===== src/rtl/polar_pkg.sv =====
// Shared types and helpers for the polar SIMD unit: op encoding, default sizes,
// lane-count and LLR magnitude-limit helpers.
package polar_pkg;

    typedef enum logic [1:0] {
        PL_F = 2'd0,
        PL_G = 2'd1,
        PL_R = 2'd2
    } polar_op_t;

    localparam int QTF_SIZE_DEF      = 8;
    localparam int XLEN_DEF          = 64;
    localparam int TRANS_ID_BITS_DEF = 4;

    function automatic int polar_lanes(input int xlen, input int q);
        return xlen / q;
    endfunction

    // Largest magnitude an LLR may carry; the most negative pattern is never emitted.
    function automatic int polar_max(input int q);
        return (1 << (q - 1)) - 1;
    endfunction

    localparam int MAX = polar_max(QTF_SIZE_DEF);

endpackage


===== src/rtl/polar_simd_unit_if.sv =====
// Issue/writeback handshake bundle for polar_simd_unit; slave = unit side.
// Counter signals exist only when POLAR_SAT_CNT_EN is defined.
interface polar_simd_unit_if
    import polar_pkg::*;
#(
    parameter int XLEN          = XLEN_DEF,
    parameter int QTF_SIZE      = QTF_SIZE_DEF,
    parameter int TRANS_ID_BITS = TRANS_ID_BITS_DEF
) ();
    localparam int LANES = polar_lanes(XLEN, QTF_SIZE);

    logic                     flush_i;
    logic                     valid_i;
    logic                     ready_o;
    polar_op_t                op_i;
    logic [XLEN-1:0]          operand_a_i;
    logic [XLEN-1:0]          operand_b_i;
    logic [LANES-1:0]         mask_i;
    logic [TRANS_ID_BITS-1:0] trans_id_i;
    logic                     valid_o;
    logic                     ready_i;
    logic [XLEN-1:0]          result_o;
    logic [TRANS_ID_BITS-1:0] trans_id_o;
    logic [LANES-1:0]         sat_o;
`ifdef POLAR_SAT_CNT_EN
    logic [31:0]              sat_cnt_o;
    logic                     sat_clr_i;
`endif

    modport slave (
        input  flush_i, valid_i, op_i, operand_a_i, operand_b_i, mask_i, trans_id_i, ready_i,
        output ready_o, valid_o, result_o, trans_id_o, sat_o
`ifdef POLAR_SAT_CNT_EN
        , input sat_clr_i, output sat_cnt_o
`endif
    );

    modport master (
        output flush_i, valid_i, op_i, operand_a_i, operand_b_i, mask_i, trans_id_i, ready_i,
        input  ready_o, valid_o, result_o, trans_id_o, sat_o
`ifdef POLAR_SAT_CNT_EN
        , output sat_clr_i, input sat_cnt_o
`endif
    );

endinterface


===== src/rtl/polar_lane.sv =====
// One LLR lane of the SC kernels, split into a front half (abs, sign, Q+1-bit sum/diff)
// feeding stage 1 and a back half (min, negate, saturate, select) feeding stage 2.
// Purely combinational; no latency and no backpressure of its own.
module polar_lane
    import polar_pkg::*;
#(
    parameter int Q = QTF_SIZE_DEF
) (
    input  logic [Q-1:0] a,
    input  logic [Q-1:0] b,
    output logic [Q:0]   sum,
    output logic [Q:0]   diff,
    output logic [Q-1:0] abs_a,
    output logic [Q-1:0] abs_b,
    output logic         sgn_x,
    output logic         has_min,
    input  polar_op_t    op,
    input  logic         mask,
    input  logic [Q:0]   r_sum,
    input  logic [Q:0]   r_diff,
    input  logic [Q-1:0] r_abs_a,
    input  logic [Q-1:0] r_abs_b,
    input  logic         r_sgn_x,
    input  logic         r_has_min,
    output logic [Q-1:0] res,
    output logic         sat
);
    localparam logic [Q-1:0] MOST_NEG = {1'b1, {(Q-1){1'b0}}};
    localparam logic [Q:0]   POS_LIM  = (Q+1)'(polar_max(Q));
    localparam logic [Q:0]   NEG_LIM  = ~POS_LIM + (Q+1)'(1);

    function automatic logic [Q-1:0] abs_q(input logic [Q-1:0] x);
        if (x == MOST_NEG) return POS_LIM[Q-1:0];
        else if (x[Q-1])   return -x;
        else               return x;
    endfunction

    assign sum     = {a[Q-1], a} + {b[Q-1], b};
    assign diff    = {b[Q-1], b} - {a[Q-1], a};
    assign abs_a   = abs_q(a);
    assign abs_b   = abs_q(b);
    assign sgn_x   = a[Q-1] ^ b[Q-1];
    assign has_min = (a == MOST_NEG) || (b == MOST_NEG);

    logic [Q-1:0] m;
    logic [Q:0]   g;

    always_comb begin
        res = '0;
        sat = 1'b0;
        m   = (r_abs_a < r_abs_b) ? r_abs_a : r_abs_b;
        g   = mask ? r_diff : r_sum;
        case (op)
            PL_F: begin
                res = r_sgn_x ? -m : m;
                sat = r_has_min;
            end
            PL_G: begin
                if ($signed(g) > $signed(POS_LIM)) begin
                    res = POS_LIM[Q-1:0];
                    sat = 1'b1;
                end else if ($signed(g) < $signed(NEG_LIM)) begin
                    res = NEG_LIM[Q-1:0];
                    sat = 1'b1;
                end else begin
                    res = g[Q-1:0];
                end
            end
            default: ;
        endcase
    end

endmodule


===== src/rtl/polar_simd_unit.sv =====
// Multi-lane polar SC kernel unit (F, G, R) on packed signed LLRs; optional counter via POLAR_SAT_CNT_EN.
// Latency 2 cycles, 1 op/cycle; two pipeline stages, at most two ops in flight.
// Backpressure: stage 2 holds while valid_o && !ready_i; ready_o = !flush && (!s1 || s1 advancing).
module polar_simd_unit
    import polar_pkg::*;
#(
    parameter int XLEN          = XLEN_DEF,
    parameter int QTF_SIZE      = QTF_SIZE_DEF,
    parameter int TRANS_ID_BITS = TRANS_ID_BITS_DEF
) (
    input  logic             clk_i,
    input  logic             rst_ni,
    polar_simd_unit_if.slave bus
);
    localparam int Q     = QTF_SIZE;
    localparam int LANES = polar_lanes(XLEN, QTF_SIZE);

    if (QTF_SIZE < 4 || QTF_SIZE > 16 || (XLEN % QTF_SIZE) != 0) begin : g_bad_cfg
        $error("polar_simd_unit: QTF_SIZE must be 4..16 and divide XLEN");
    end

    // Front-half lane outputs (from live operands)
    logic [LANES-1:0][Q:0]   f_sum, f_diff;
    logic [LANES-1:0][Q-1:0] f_abs_a, f_abs_b;
    logic [LANES-1:0]        f_sgn_x, f_has_min;

    // Stage 1
    logic                     s1_vld;
    polar_op_t                s1_op;
    logic [LANES-1:0]         s1_mask;
    logic [TRANS_ID_BITS-1:0] s1_tag;
    logic [LANES-1:0][Q:0]    s1_sum, s1_diff;
    logic [LANES-1:0][Q-1:0]  s1_abs_a, s1_abs_b;
    logic [LANES-1:0]         s1_sgn_x, s1_has_min, s1_a_neg;

    // Back-half lane outputs (from stage 1)
    logic [LANES-1:0][Q-1:0]  b_res;
    logic [LANES-1:0]         b_sat;

    // Stage 2
    logic                     s2_vld;
    logic [XLEN-1:0]          s2_res;
    logic [TRANS_ID_BITS-1:0] s2_tag;
    logic [LANES-1:0]         s2_sat;

    logic s1_adv, s2_adv, accept;
    logic [LANES-1:0] r_bits;
    logic [XLEN-1:0]  nxt_res;
    logic [LANES-1:0] nxt_sat;

    for (genvar i = 0; i < LANES; i++) begin : g_lane
        polar_lane #(.Q(Q)) u_lane (
            .a         (bus.operand_a_i[i*Q +: Q]),
            .b         (bus.operand_b_i[i*Q +: Q]),
            .sum       (f_sum[i]),
            .diff      (f_diff[i]),
            .abs_a     (f_abs_a[i]),
            .abs_b     (f_abs_b[i]),
            .sgn_x     (f_sgn_x[i]),
            .has_min   (f_has_min[i]),
            .op        (s1_op),
            .mask      (s1_mask[i]),
            .r_sum     (s1_sum[i]),
            .r_diff    (s1_diff[i]),
            .r_abs_a   (s1_abs_a[i]),
            .r_abs_b   (s1_abs_b[i]),
            .r_sgn_x   (s1_sgn_x[i]),
            .r_has_min (s1_has_min[i]),
            .res       (b_res[i]),
            .sat       (b_sat[i])
        );
    end

    assign s2_adv      = s2_vld & bus.ready_i;
    assign s1_adv      = s1_vld & (~s2_vld | s2_adv);
    assign bus.ready_o = ~bus.flush_i & (~s1_vld | s1_adv);
    assign accept      = bus.valid_i & bus.ready_o;

    // R packs one hard-decision bit per lane into the low bits of the result.
    assign r_bits  = ~s1_mask & s1_a_neg;
    assign nxt_res = (s1_op == PL_R) ? XLEN'(r_bits) : b_res;
    assign nxt_sat = (s1_op == PL_R) ? '0 : b_sat;

    always_ff @(posedge clk_i or negedge rst_ni) begin
        if (!rst_ni) begin
            s1_vld <= 1'b0;
            s2_vld <= 1'b0;
        end else if (bus.flush_i) begin
            s1_vld <= 1'b0;
            s2_vld <= 1'b0;
        end else begin
            if (accept)      s1_vld <= 1'b1;
            else if (s1_adv) s1_vld <= 1'b0;
            if (s1_adv)      s2_vld <= 1'b1;
            else if (s2_adv) s2_vld <= 1'b0;
        end
    end

    always_ff @(posedge clk_i or negedge rst_ni) begin
        if (!rst_ni) begin
            s1_op      <= PL_F;
            s1_mask    <= '0;
            s1_tag     <= '0;
            s1_sum     <= '0;
            s1_diff    <= '0;
            s1_abs_a   <= '0;
            s1_abs_b   <= '0;
            s1_sgn_x   <= '0;
            s1_has_min <= '0;
            s1_a_neg   <= '0;
        end else if (accept) begin
            s1_op      <= bus.op_i;
            s1_mask    <= bus.mask_i;
            s1_tag     <= bus.trans_id_i;
            s1_sum     <= f_sum;
            s1_diff    <= f_diff;
            s1_abs_a   <= f_abs_a;
            s1_abs_b   <= f_abs_b;
            s1_sgn_x   <= f_sgn_x;
            s1_has_min <= f_has_min;
            for (int i = 0; i < LANES; i++) s1_a_neg[i] <= bus.operand_a_i[i*Q + Q - 1];
        end
    end

    always_ff @(posedge clk_i or negedge rst_ni) begin
        if (!rst_ni) begin
            s2_res <= '0;
            s2_tag <= '0;
            s2_sat <= '0;
        end else if (s1_adv) begin
            s2_res <= nxt_res;
            s2_tag <= s1_tag;
            s2_sat <= nxt_sat;
        end
    end

    assign bus.valid_o    = s2_vld;
    assign bus.result_o   = s2_res;
    assign bus.trans_id_o = s2_tag;
    assign bus.sat_o      = s2_sat;

`ifdef POLAR_SAT_CNT_EN
    logic [31:0] sat_cnt;
    logic [32:0] cnt_sum;

    assign cnt_sum = {1'b0, sat_cnt} + 33'($countones(s2_sat));

    // Clear wins over a same-cycle increment; the count sticks at all-ones.
    always_ff @(posedge clk_i or negedge rst_ni) begin
        if (!rst_ni)             sat_cnt <= '0;
        else if (bus.sat_clr_i)  sat_cnt <= '0;
        else if (s2_adv)         sat_cnt <= cnt_sum[32] ? '1 : cnt_sum[31:0];
    end

    assign bus.sat_cnt_o = sat_cnt;
`endif

endmodule


===== src/flat_wrapper.sv =====
// flat-port wrapper written by rule: the top's interface ports become plain ports
module polar_simd_unit_flat import polar_pkg::*;
#(
    parameter int XLEN          = XLEN_DEF,
    parameter int QTF_SIZE      = QTF_SIZE_DEF,
    parameter int TRANS_ID_BITS = TRANS_ID_BITS_DEF
)
  (clk_i, rst_ni, bus_flush_i, bus_valid_i, bus_op_i, bus_operand_a_i, bus_operand_b_i, bus_mask_i, bus_trans_id_i, bus_ready_i, bus_ready_o, bus_valid_o, bus_result_o, bus_trans_id_o, bus_sat_o);
  polar_simd_unit_if #(.XLEN(XLEN), .QTF_SIZE(QTF_SIZE), .TRANS_ID_BITS(TRANS_ID_BITS)) bus_i ();
  input  logic clk_i;
  input  logic rst_ni;
  input wire logic [$bits(bus_i.flush_i)-1:0] bus_flush_i;
  input wire logic [$bits(bus_i.valid_i)-1:0] bus_valid_i;
  input wire logic [$bits(bus_i.op_i)-1:0] bus_op_i;
  input wire logic [$bits(bus_i.operand_a_i)-1:0] bus_operand_a_i;
  input wire logic [$bits(bus_i.operand_b_i)-1:0] bus_operand_b_i;
  input wire logic [$bits(bus_i.mask_i)-1:0] bus_mask_i;
  input wire logic [$bits(bus_i.trans_id_i)-1:0] bus_trans_id_i;
  input wire logic [$bits(bus_i.ready_i)-1:0] bus_ready_i;
  output wire logic [$bits(bus_i.ready_o)-1:0] bus_ready_o;
  output wire logic [$bits(bus_i.valid_o)-1:0] bus_valid_o;
  output wire logic [$bits(bus_i.result_o)-1:0] bus_result_o;
  output wire logic [$bits(bus_i.trans_id_o)-1:0] bus_trans_id_o;
  output wire logic [$bits(bus_i.sat_o)-1:0] bus_sat_o;
  assign bus_i.flush_i = bus_flush_i;
  assign bus_i.valid_i = bus_valid_i;
  assign bus_i.op_i = bus_op_i;
  assign bus_i.operand_a_i = bus_operand_a_i;
  assign bus_i.operand_b_i = bus_operand_b_i;
  assign bus_i.mask_i = bus_mask_i;
  assign bus_i.trans_id_i = bus_trans_id_i;
  assign bus_i.ready_i = bus_ready_i;
  assign bus_ready_o = bus_i.ready_o;
  assign bus_valid_o = bus_i.valid_o;
  assign bus_result_o = bus_i.result_o;
  assign bus_trans_id_o = bus_i.trans_id_o;
  assign bus_sat_o = bus_i.sat_o;
  polar_simd_unit #(.XLEN(XLEN), .QTF_SIZE(QTF_SIZE), .TRANS_ID_BITS(TRANS_ID_BITS)) u_core (.clk_i(clk_i), .rst_ni(rst_ni), .bus(bus_i));
endmodule

===== config.mk =====
export PLATFORM = sky130hd
export DESIGN_NAME = polar_simd_unit_flat
export DESIGN_NICKNAME = d
export VERILOG_FILES = /design/src/rtl/polar_pkg.sv /design/src/rtl/polar_simd_unit_if.sv /design/src/rtl/polar_lane.sv /design/src/rtl/polar_simd_unit.sv /design/src/flat_wrapper.sv
export SDC_FILE = /design/constraint.sdc
export NUM_CORES = 1
export LEC_CHECK = 0
export BUFFER_PORTS_ARGS = -buffer_cell sky130_fd_sc_hd__buf_2
export CELL_PAD_IN_SITES_DETAIL_PLACEMENT = 1
export CELL_PAD_IN_SITES_GLOBAL_PLACEMENT = 1
export CORE_MARGIN = 2
export CORE_UTILIZATION = 42
export CTS_CLUSTER_DIAMETER = 150
export DETAILED_ROUTE_END_ITERATION = 8
export GPL_TIMING_DRIVEN = 1
export PLACE_DENSITY = 0.86
export SLEW_MARGIN = 30
export SYNTH_ARGS = -nofsm -noshare
export SYNTH_HDL_FRONTEND = slang
export SYNTH_SLANG_ARGS = --single-unit

===== constraint.sdc =====
create_clock -name clk_i -period 2.8 [get_ports clk_i]
set_input_delay 0 -clock clk_i [delete_from_list [all_inputs] [get_ports clk_i]]
set_output_delay 0 -clock clk_i [all_outputs]
set_load 0.02 [all_outputs]

Word level (Yosys, flattened, before mapping)
Index checks and enable logic that the tools add are counted.
{ "op_classes": {"addsub": 40, "order_cmp": 24, "n_eq_ne": 18, "n_mux": 112, "bitwise": 19, "n_reduce_logical": 11} }
{ "ops": {"columns": ["operator", "count"], "rows": [
  ["8-bit 2-to-1 mux", 65],
  ["8-bit negator", 24],
  ["8-bit equality test (second input constant)", 16],
  ["8-bit case mux with 2 select lines", 8],
  ["8-bit by 8-bit adder with 9-bit output", 8],
  ["9-bit by 8-bit > comparator with 1-bit output (second input constant)", 8],
  ["9-bit by 8-bit < comparator with 1-bit output (second input constant)", 8],
  ["9-bit 2-to-1 mux", 8],
  ["8-bit by 8-bit subtractor with 9-bit output", 8],
  ["8-bit < comparator", 8],
  ["64-bit 2-to-1 mux", 1],
  ["1-bit 2-to-1 mux", 22],
  ["1-bit case mux with 2 select lines", 8],
  ["8-bit AND", 1],
  ["1-bit logical OR", 8],
  ["8-bit inverter", 1],
  ["1-bit bitwise XOR", 8],
  ["3-bit nonzero test", 2],
  ["1-bit AND", 4],
  ["1-bit inverter", 3],
  ["2-bit by 1-bit equality test with 1-bit output (second input constant)", 1],
  ["2-bit equality test (second input constant)", 1],
  ["2-bit zero test", 1],
  ["1-bit bitwise OR", 2]
]} }
{ "totals": {"reg_bits": 388, "input_bits": 147, "output_inout_bits": 78, "word_cells": 267} }

Longest topological paths before layout
Gate-level depths: netlist (run 1).
{ "logic_depth": {"word_depth": 8, "mapped_depth": 15, "mapped_depth_nobuf": 14} }

Cells and area by module
Synthesis (run 1) repeated with hierarchy kept, for this count alone.
{ "hier_totals": {"cells_unflattened": 3058, "hier_area_um2": 30688.2} }
{ "modules_own_cells": {"columns": ["module", "n_inst", "cells_each", "area_per_inst_um2", "seq_area_each_um2"], "rows": [
  ["polar_simd_unit", 1, 1003, 16385.7, 9709.3],
  ["polar_lane (u_core.g_lane[1].u_lane ...)", 4, 254, 1773.0, 0.0],
  ["polar_lane (u_core.g_lane[0].u_lane ...)", 3, 257, 1785.5, 0.0],
  ["polar_lane (u_core.g_lane[7].u_lane)", 1, 268, 1854.3, 0.0]
]} }

Worst setup path before layout (run 1)
Ideal clock, no wire load.
{ "synth_path": {"path_type": "flip-flop to flip-flop", "from": "register u_core.s1_abs_a[30] (netlist bit)", "to": "register u_core.s2_res[28] (netlist: u_core.bus.result_o[28])", "setup_ns": 0.133, "t_arrival_ns": 2.698, "required_ns": 2.667, "path_slack_ns": -0.031, "stages_incl_launch_ff": 12, "path_buffers": 1, "synth_period_minus_slack_ns": 2.831, "path_cell_list": "dfrtp_1 -> ha_1 -> a21o_1 -> a221oi_1 -> o21a_1 -> buf_4 -> mux2i_1 -> ha_1 -> inv_1 -> o311a_1 -> xor2_1 -> o21ai_1"} }
{ "synth_via": {"elab_chain_cells": 6} }
{ "synth_rtl": {"columns": ["item", "line_no", "source"], "rows": [
  ["from (decl)", "polar_simd_unit.sv:33", "logic [LANES-1:0][Q-1:0] s1_abs_a, s1_abs_b;"],
  ["from (signal assigned)", "polar_simd_unit.sv:117", "s1_abs_a <= f_abs_a;"],
  ["8-bit < comparator *", "polar_lane.sv:51", "m = (r_abs_a < r_abs_b) ? r_abs_a : r_abs_b;"],
  ["8-bit 2-to-1 mux *", "polar_lane.sv:51", null],
  ["8-bit negator", "polar_lane.sv:55", "res = r_sgn_x ? -m : m;"],
  ["8-bit 2-to-1 mux *", "polar_lane.sv:55", null],
  ["8-bit case mux with 2 select lines *", "polar_lane.sv:53", "case (op)"],
  ["64-bit 2-to-1 mux *", "polar_simd_unit.sv:81", "assign nxt_res = (s1_op == PL_R) ? XLEN'(r_bits) : b_res;"],
  ["to (signal assigned)", "polar_simd_unit.sv:131", "s2_res <= nxt_res;"],
  ["to (decl)", "polar_simd_unit.sv:42", "logic [XLEN-1:0] s2_res;"]
]} }
Every way passes the cells marked *; elsewhere a longest branch is shown, timed or not.
A chain may end at the register's enable or synchronous reset.

Worst setup path after layout (run 1)
{ "layout_path": {"from": "register u_core.s1_abs_a[20] (netlist bit)", "to": "register u_core.s2_res[22] (netlist: u_core.bus.result_o[22])"} }
{ "layout_via": {"elab_chain_cells": 6} }
{ "layout_rtl": {"columns": ["item", "line_no"], "rows": [
  ["8-bit < comparator", "polar_lane.sv:51"],
  ["8-bit 2-to-1 mux *", "polar_lane.sv:51"],
  ["8-bit negator", "polar_lane.sv:55"],
  ["8-bit 2-to-1 mux *", "polar_lane.sv:55"],
  ["8-bit case mux with 2 select lines *", "polar_lane.sv:53"],
  ["64-bit 2-to-1 mux *", "polar_simd_unit.sv:81"]
]} }
Marked as above.

==> parameters.txt, run 1 <==
Parameter                              Value

Outcome
  Outcome ... finished with violations
  Violations in the final reports ... negative setup slack

CTS
  H-tree levels ... 2
  Deepest clock path buffer count ... 3
  TritonCTS clock tree ... done
  Clock transition at the registers of the reported paths ... 0.07 ns
  Master cell of the clock root buffer ... clkbuf_16
  Number of clock buffers inserted by TritonCTS ... 45
  CTS Sinks ... 380
  Insertion delay to the later sink of the worst-skew pair ... around 0.6 ns

Pwr
  Tot Pwr ... 23.3 mW
  Sw Ratio ... 0.395
  Part of the total power dissipated in combinational logic ... 0.387
  Reported net switching power ... 9.20 mW
  Seq pwr share ... 0.337
  Leakage component of the power ... 15.6 nW
  Clock network power share ... 0.276
  Power density relative to cell area ... around 700 nW/um^2
  Internal cell power ... 14.1 mW
  Worst vdd rail ir drop ... 0.000442 V

STA
  Final period utilization ... 1.23
  Unrepaired setup endpoints after global routing ... yes
  Total negative setup slack ... -2.16 ns
  Final Hold Violating Endpoints ... 0
  Slew at the pin closest to its max-slew limit ... 1.04 ns
  Total setup violations reported at the end of the flow ... 13
  Fmax ... 0.291 GHz
  Post-Route Hold Slack ... 0.0368 ns
  Minimum clock period after layout ... about 3.4 ns
  Max_slew headroom ... 0.302
  Setup ws final ... -0.634 ns
  Number of pins with negative max-slew slack in the final report ... 0
  Worst Clk Skew ... about 0.018 ns

Critical path
  Critical path capture point type ... flip-flop
  Critical Path Source Type ... flip-flop
  Classification of the worst setup path ... flip-flop to flip-flop
  Worst EP required ... 3.23 ns
  CP Max Fanout ... 4
  Data arrival time of the critical path ... between 3 and 4 ns

Routing
  Wire length on met2 ... 56300 um
  Uppermost layer routed ... met5
  Vias ... 27946
  Length of routed met3 wiring ... ~8000 um
  Number of routed nets with antenna violations ... 0
  Via density per instance ... 6.22
  First-pass DRT Iterations ... 6
  Total wirelength of the detailed-routed design ... between 100000 and 150000 um
  Routed wire length per instance ... 26.0 um
  Number of DRC markers after the initial detailed-route iteration ... 2354
  DRC Markers ... 0
  Routed metal-1 wirelength ... 44000 um

Layout
  Final-layout fill cell count ... 7322
  Post-layout util ... 0.541
  Register Area ... approximately 9500 um^2
  Nets ... 3984
  Post-route cell area ... 34100 um^2
  Layout-stage area growth over the synthesis result ... 27.4%
  Multi-input gate area ... 16300 um^2
  Fraction of layout cells with a size suffix above 1 ... 0.178

Floorplanning
  Area of the core ... 63100 um^2
  Num rows ... 92
  Width of the die ... 256 um
  Number of ports placed on the die boundary ... between 200 and 250
  Die Footprint ... 65800 um^2
  Initial Util ... 0.424
  Die extent in y ... 256 um

Yosys
  Mapped cell area ... about 27000 um^2
  Flip-flop and latch count after synthesis ... 380
  Compound-Gate Fraction of Synth Area ... 0.204
  Share of the synthesized area in the top cell type ... 0.355
  Largest cells by area after synthesis ... dfrtp_1 (36%), ha_1 (9.7%), nand2_1 (5.4%)
  Combinational family with the most area after synthesis ... compound AO/OA/AOI/OAI gates
  Number of enable-type register cells in the synthesized netlist ... 0
  Post-synth top flop ... dfrtp_1
  Simple-Gate Fraction of Synth Area ... 0.161
  Adder and majority gate portion of the synthesized area ... 0.109
  Gate count of the mapped netlist ... 3094
  Avg Synthesized Cell Area ... 8.65 um^2
  Top cell type by total area after synthesis ... dfrtp_1
  Proportion of synthesized area in mux cells ... 0.0494
  Proportion of synthesized flip-flops having asynchronous set or reset ... 1.00
  Number of unique standard cell types used by synthesis ... 86
  Net count of the mapped netlist ... 3464
  Synthesis warning total ... 0
  Synth Area in XOR/XNOR ... 0.0654
  Share of synthesized area occupied by flip-flops and latches ... 0.355

Global route
  Number of global-route vias before repair ... 29408
  Sum of overflow across all layers after global routing ... 0
  Wire length of the first global-routing pass ... approximately 170000 um
  Maximum number of pins on one net before global-route repair ... 85
  Antenna violations before repair ... 6
  Total routing resource utilization after global routing ... 0.326

Placement
  Count of port buffers added during placement ... 224
  Detailed-placement wirelength estimate ... 69500 um
  Placer congestion estimate ... 0.887
  Placed standard-cell area ... 29400 um^2

Run
  Number of maximum-capacitance violations ... 0

Min path
  Type of the tightest min-delay check ... input port to flip-flop
[path summary, 6_finish.rpt]
| check | start | endpoint | slack [ns] | cells after the start |
|---|---|---|---|---|
| max | u_core.s1_abs_a[20] | u_core.bus.result_o[22] | -0.63 | 11 |
| min | bus_operand_b_i[39] | u_core.s1_has_min[4] | 0.04 | 4 |
| max reg2reg | u_core.s1_abs_a[20] | u_core.bus.result_o[22] | -0.63 | 11 |
| min reg2reg | u_core.bus.result_o[52] | u_core.bus.result_o[52] | 0.48 | 2 |
| max in group asynchronous | rst_ni | u_core.s1_abs_a[2] | 1.67 | 4 |
| min in group asynchronous | rst_ni | u_core.s1_sum[71] | 0.40 | 3 |
[final cells by class]
cell class,count,share of cell area
multi-input combinational,2336,0.479
sequential,380,0.279
timing repair buffer,622,0.141
clock buffer,65,0.0382
tap,846,0.0310
inverter,229,0.0252
clock inverter,16,0.00704
antenna,1,0.0000734
[metrics by stage]
step                worst slack, ns  instances
floorplan                   0.00660       3094
global placement             0.0310       4134
detailed placement           -0.151       4134
CTS                         0.00315       4453
global route                 -0.700       4495
finish                       -0.634       4495
[logic make-up after synthesis]
| family | after synthesis |
|---|---|
| AOI/OAI and AO/OA | 864 |
| xor gates and xnor gates | 200 |
| adders and majority gates | 223 |
| buffers and inverters | 379 |
| DFF | 380 |
| muxes | 128 |
| and+or+nand+nor | 920 |
[flip-flops by register name, indices dropped and copies added, names as in the netlist, 64 cells and up]
register / cells
u_core.s1_diff: 72
u_core.bus.result_o: 64
u_core.s1_abs_a: 64
u_core.s1_abs_b: 64
u_core.s1_sum: 64
[placed cells by master (no fill, tap or decap), types with 32 or more instances in the layout]
| cell | instances |
|---|---|
| a21oi_1 | 219 |
| a22oi_1 | 46 |
| buf_2 | 223 |
| buf_4 | 177 |
| clkbuf_16 | 47 |
| dfrtp_1 | 373 |
| dlygate4sd3_1 | 207 |
| ha_1 | 184 |
| inv_1 | 213 |
| mux2_2 | 34 |
| mux2i_1 | 81 |
| nand2_1 | 375 |
| nand2b_1 | 32 |
| nand3_1 | 43 |
| nor2_1 | 193 |
| nor2b_1 | 49 |
| nor3_1 | 60 |
| o21ai_0 | 179 |
| o21ai_1 | 82 |
| o21bai_1 | 32 |
| o31ai_1 | 63 |
| xnor2_1 | 143 |
| xor2_1 | 57 |
[power by group through the flow]
stage	sequential (mW)	clock (mW)	combinational, mW
4_1_cts	7.66	6.40	7.96
2_1_floorplan	7.72	0	4.45
6_report	7.85	6.43	9.00
3_3_place_gp	7.66	0	7.01
3_5_place_dp	7.72	0	7.32
5_1_grt	7.92	6.66	9.59
[what timing repair did]
| item | in CTS | in global routing |
|---|---|---|
| resized for setup | 20 | 94 |
| cloned | 0 | 1 |
| hold buffers | 208 | 0 |
| setup buffers | 30 | 45 |
| setup endpoints to repair | 11 | 29 |
| pin swaps | 10 | 65 |
| hold endpoints to repair | 574 | 0 |
[metal layers]
layer | global-route usage | up-vias
li1 | - | 11902
met1 | 0.385 | 13780
met4 | 0.192 | 10
met2 | 0.566 | 1591
met5 | 0 | -
met3 | 0.0462 | 663
[synthesized netlist by cell type, drive strengths merged, types with 27 or more instances]
cell type / count
mux2i: 94
a21oi: 230
buf: 56
clkbuf: 94
mux2: 34
nand2b: 33
nor3: 60
o31ai: 73
nand2: 383
a31oi: 27
xnor2: 143
o21ai: 267
a22oi: 46
nor2: 196
o21bai: 32
ha: 207
nor2b: 50
nand3: 47
inv: 229
xor2: 57
dfrtp: 380
[worst max-delay path, cell delays in order (launching register included)]
cell and delay [ns]:
dfrtp_1 0.50, ha_1 0.39, nand4_1 0.20, o21ai_4 0.32, mux2i_2 0.29, ha_2 0.26, nand3_1 0.17, o31ai_2 0.33
xnor2_1 0.13, mux2i_1 0.15, a21oi_1 0.08, o21ai_1 0.44
(Power assumes the default switching activity.)
==> inputs of run 2 (changes only) <==
--- a/config.mk
+++ b/config.mk
@@ -16,3 +16,3 @@
 export PLACE_DENSITY = 0.86
-export SLEW_MARGIN = 30
+export SKIP_LAST_GASP = 1
 export SYNTH_ARGS = -nofsm -noshare
--- a/constraint.sdc
+++ b/constraint.sdc
@@ -3,2 +3,2 @@
 set_output_delay 0 -clock clk_i [all_outputs]
-set_load 0.02 [all_outputs]
+set_load 0.01 [all_outputs]
==> parameters.txt, run 2 (synthesis results as in run 1) <==
Parameter                              Value

Outcome
  Outcome ... finished with violations (unchanged)
  Violations in the final reports ... negative setup slack (unchanged)

CTS
  Deepest clock path buffer count ... 3 (unchanged)
  Number of clock buffers inserted by TritonCTS ... 45 (unchanged)
  H-tree levels ... 2 (unchanged)
  Master cell of the clock root buffer ... clkbuf_16 (unchanged)
  CTS Sinks ... 380 (unchanged)
  Insertion delay to the later sink of the worst-skew pair ... 0.60 ns (about the same)
  Clock transition at the registers of the reported paths ... 0.06 ns (was 0.07 ns)
  TritonCTS clock tree ... done (unchanged)

Floorplanning
  Initial Util ... 0.424 (unchanged)
  Number of ports placed on the die boundary ... 225 (unchanged)
  Num rows ... 92 (unchanged)
  Area of the core ... 63100 um^2 (unchanged)
  Die extent in y ... 256 um (unchanged)
  Die Footprint ... 65800 um^2 (unchanged)
  Width of the die ... 256 um (unchanged)

Critical path
  Cell class contributing the biggest share of worst-path delay ... compound AO/OA/AOI/OAI gates (unchanged)
  Critical-path cell list ... inv_2 -> ha_4 -> a21o_1 -> a21o_1 -> a21oi_2 -> o31a_1 -> mux2i_2 -> ha_2 -> nand3_2 -> o31ai_4 -> xnor2_1 -> nor2_1 -> a21oi_1 -> o211ai_1 (was ha_1 -> nand4_1 -> o21ai_4 -> mux2i_2 -> ha_2 -> nand3_1 -> o31ai_2 -> xnor2_1 -> mux2i_1 -> a21oi_1 -> o21ai_1)
  Crit path buffers/inverters ... 1 (was 0)
  Slowest library cell on the worst path ... dfrtp_1 (unchanged)
  Critical path capture point type ... flip-flop (unchanged)
  Crit path largest cell delay ... 0.42 ns (was 0.50 ns)
  Classification of the worst setup path ... flip-flop to flip-flop (unchanged)
  Critical Path Source Type ... flip-flop (unchanged)
  Data arrival time of the critical path ... 3.59 ns (was 3.86 ns)
  CP Max Fanout ... 3 (was 4)
  Worst EP required ... 3.26 ns (was 3.23 ns)
  Most used cell, CP ... a21o_1

Global route
  Maximum number of pins on one net before global-route repair ... 85 (unchanged)
  Wire length of the first global-routing pass ... 170000 um (unchanged)
  Antenna violations before repair ... 6 (unchanged)
  Number of global-route vias before repair ... 29408 (unchanged)
  Sum of overflow across all layers after global routing ... 0 (unchanged)
  Total routing resource utilization after global routing ... 0.326 (unchanged)

Placement
  Pre-CTS setup slack ... -0.151 ns (unchanged)
  Placer congestion estimate ... 0.887 (unchanged)
  Detailed-placement wirelength estimate ... 69500 um (unchanged)
  Count of port buffers added during placement ... 224 (unchanged)
  Placed standard-cell area ... 29400 um^2 (unchanged)

Pwr
  Power density relative to cell area ... 674 nW/um^2 (was 682 nW/um^2)
  Clock network power share ... 0.280 (was 0.276)
  Seq pwr share ... 0.341 (was 0.337)
  Sw Ratio ... 0.388 (was 0.395)
  Leakage component of the power ... 15.6 nW (about the same)
  Internal cell power ... 14.1 mW (about the same)
  Tot Pwr ... 23.0 mW (was 23.3 mW)
  Worst vdd rail ir drop ... 0.000444 V (was 0.000442 V)
  Part of the total power dissipated in combinational logic ... 0.379 (was 0.387)
  Reported net switching power ... 8.91 mW (was 9.20 mW)

STA
  Setup ws final ... -0.328 ns (was -0.634 ns)
  Total setup violations reported at the end of the flow ... 11 (was 13)
  Post-Route Hold Slack ... 0.0497 ns (was 0.0368 ns)
  Final period utilization ... 1.12 (was 1.23)
  Final Hold Violating Endpoints ... 0 (unchanged)
  Minimum clock period after layout ... 3.13 ns (was 3.43 ns)
  Fmax ... 0.320 GHz (was 0.291 GHz)
  Slew at the pin closest to its max-slew limit ... 0.995 ns (was 1.04 ns)
  Number of pins with negative max-slew slack in the final report ... 0 (unchanged)
  Unrepaired setup endpoints after global routing ... yes (unchanged)
  Max_slew headroom ... 0.330 (was 0.302)
  Worst Clk Skew ... 0.0193 ns (was 0.0182 ns)
  Total negative setup slack ... -1.53 ns (was -2.16 ns)

Min path
  Type of the tightest min-delay check ... input port to flip-flop (unchanged)

Routing
  Routed wire length per instance ... 25.9 um (was 26.0 um)
  Total wirelength of the detailed-routed design ... 116000 um (was 117000 um)
  Vias ... 27965 (was 27946)
  First-pass DRT Iterations ... 5 (was 6)
  Number of routed nets with antenna violations ... 0 (unchanged)
  Via density per instance ... 6.22 (about the same)
  DRC Markers ... 0 (unchanged)
  Number of DRC markers after the initial detailed-route iteration ... 2410 (was 2354)

Layout
  Fraction of layout cells with a size suffix above 1 ... 0.177 (was 0.178)
  Largest reg by FF count ... u_core.s1_diff (unchanged)
  Commonest non-fill, non-tap cell in the layout ... nand2_1 (unchanged)
  Nets ... 3984 (unchanged)
  Layout-stage area growth over the synthesis result ... 27.4% (about the same)
  Most used cells in the layout excluding fill and tap cells ... nand2_1 (376), dfrtp_1 (373), buf_2 (223) (was nand2_1 (375), dfrtp_1 (373), buf_2 (223))
  Post-route cell area ... 34100 um^2 (about the same)
  Flip-flop count of the largest register, all copies and words added ... 72 (unchanged)

Run
  Number of maximum-capacitance violations ... 0 (unchanged)
-- run 2: changes by cell type in the layout (fill, tap and decap cells not counted), sizes merged --
cell / change
diode: +1
-- run 2: final cells by class --
cell class | instances | area [um^2]
multi-input combinational | 2336 | 16300
sequential | 380 | 9520
clock buffer | 65 | 1300
clock inverter | 16 | 240
fill | 7300 | 29000
antenna | 2 | 5.00
tap | 846 | 1060
inverter | 229 | 860
timing repair buffer | 622 | 4790
-- run 2: final timing paths --
path                                                 to  cells past startpoint                    start  slack (ns)
worst max-delay path             u_core.bus.result_o[6]                     14       u_core.s1_abs_b[5]       -0.33
worst min-delay path               u_core.s1_has_min[4]                      4      bus_operand_b_i[39]        0.05
worst max register to register   u_core.bus.result_o[6]                     14       u_core.s1_abs_b[5]       -0.33
worst min register to register  u_core.bus.result_o[52]                      2  u_core.bus.result_o[52]        0.48
max in group asynchronous            u_core.s1_abs_b[5]                      4                   rst_ni        1.67
min in group asynchronous             u_core.s1_sum[71]                      3                   rst_ni        0.40
-- run 2: what timing repair did --
item	in CTS	in global routing
setup buffers	30	45
gates resized for setup	20	91
endpoints found under the setup margin	11	29
pin swaps	10	64
gates cloned	0	1
hold buffers	208	0
hold endpoints to repair	574	0
-- run 2: per-stage QoR --
stage               cells   util
floorplan            3094      -
global placement     4134  0.466
detailed placement   4134  0.466
CTS                  4453  0.528
global route         4496  0.541
finish               4496  0.541
-- run 2: power by group through the flow --
stage / logic, mW / registers (mW) / clock network (mW)
global placement: 6.74 / 7.66 / 0
global route: 9.32 / 7.90 / 6.67
detailed placement: 7.05 / 7.72 / 0
finish: 8.72 / 7.83 / 6.43
floorplan: 4.45 / 7.46 / 0
CTS: 7.69 / 7.66 / 6.40
-- run 2: worst reg2reg max path, delay by kind of cell, from the launching register on --
kind                       cells  cell delay [ns]
and+or+nand+nor                2             0.21
DFF                            1             0.42
buffers and inverters          1             0.11
muxes                          1             0.32
AOI/OAI and AO/OA              7             1.31
adders and majority gates      2             0.47
xor gates and xnor gates       1             0.16
-- run 2: metal layers --
| metal | wire length, um | GRT usage | vias to the layer above |
|---|---|---|---|
| met4 | 8870 | 0.192 | 8 |
| met5 | 48 | 0 | - |
| met1 | 43800 | 0.385 | 13813 |
| met3 | 7570 | 0.0462 | 667 |
| met2 | 56100 | 0.566 | 1554 |
| li1 | - | - | 11923 |
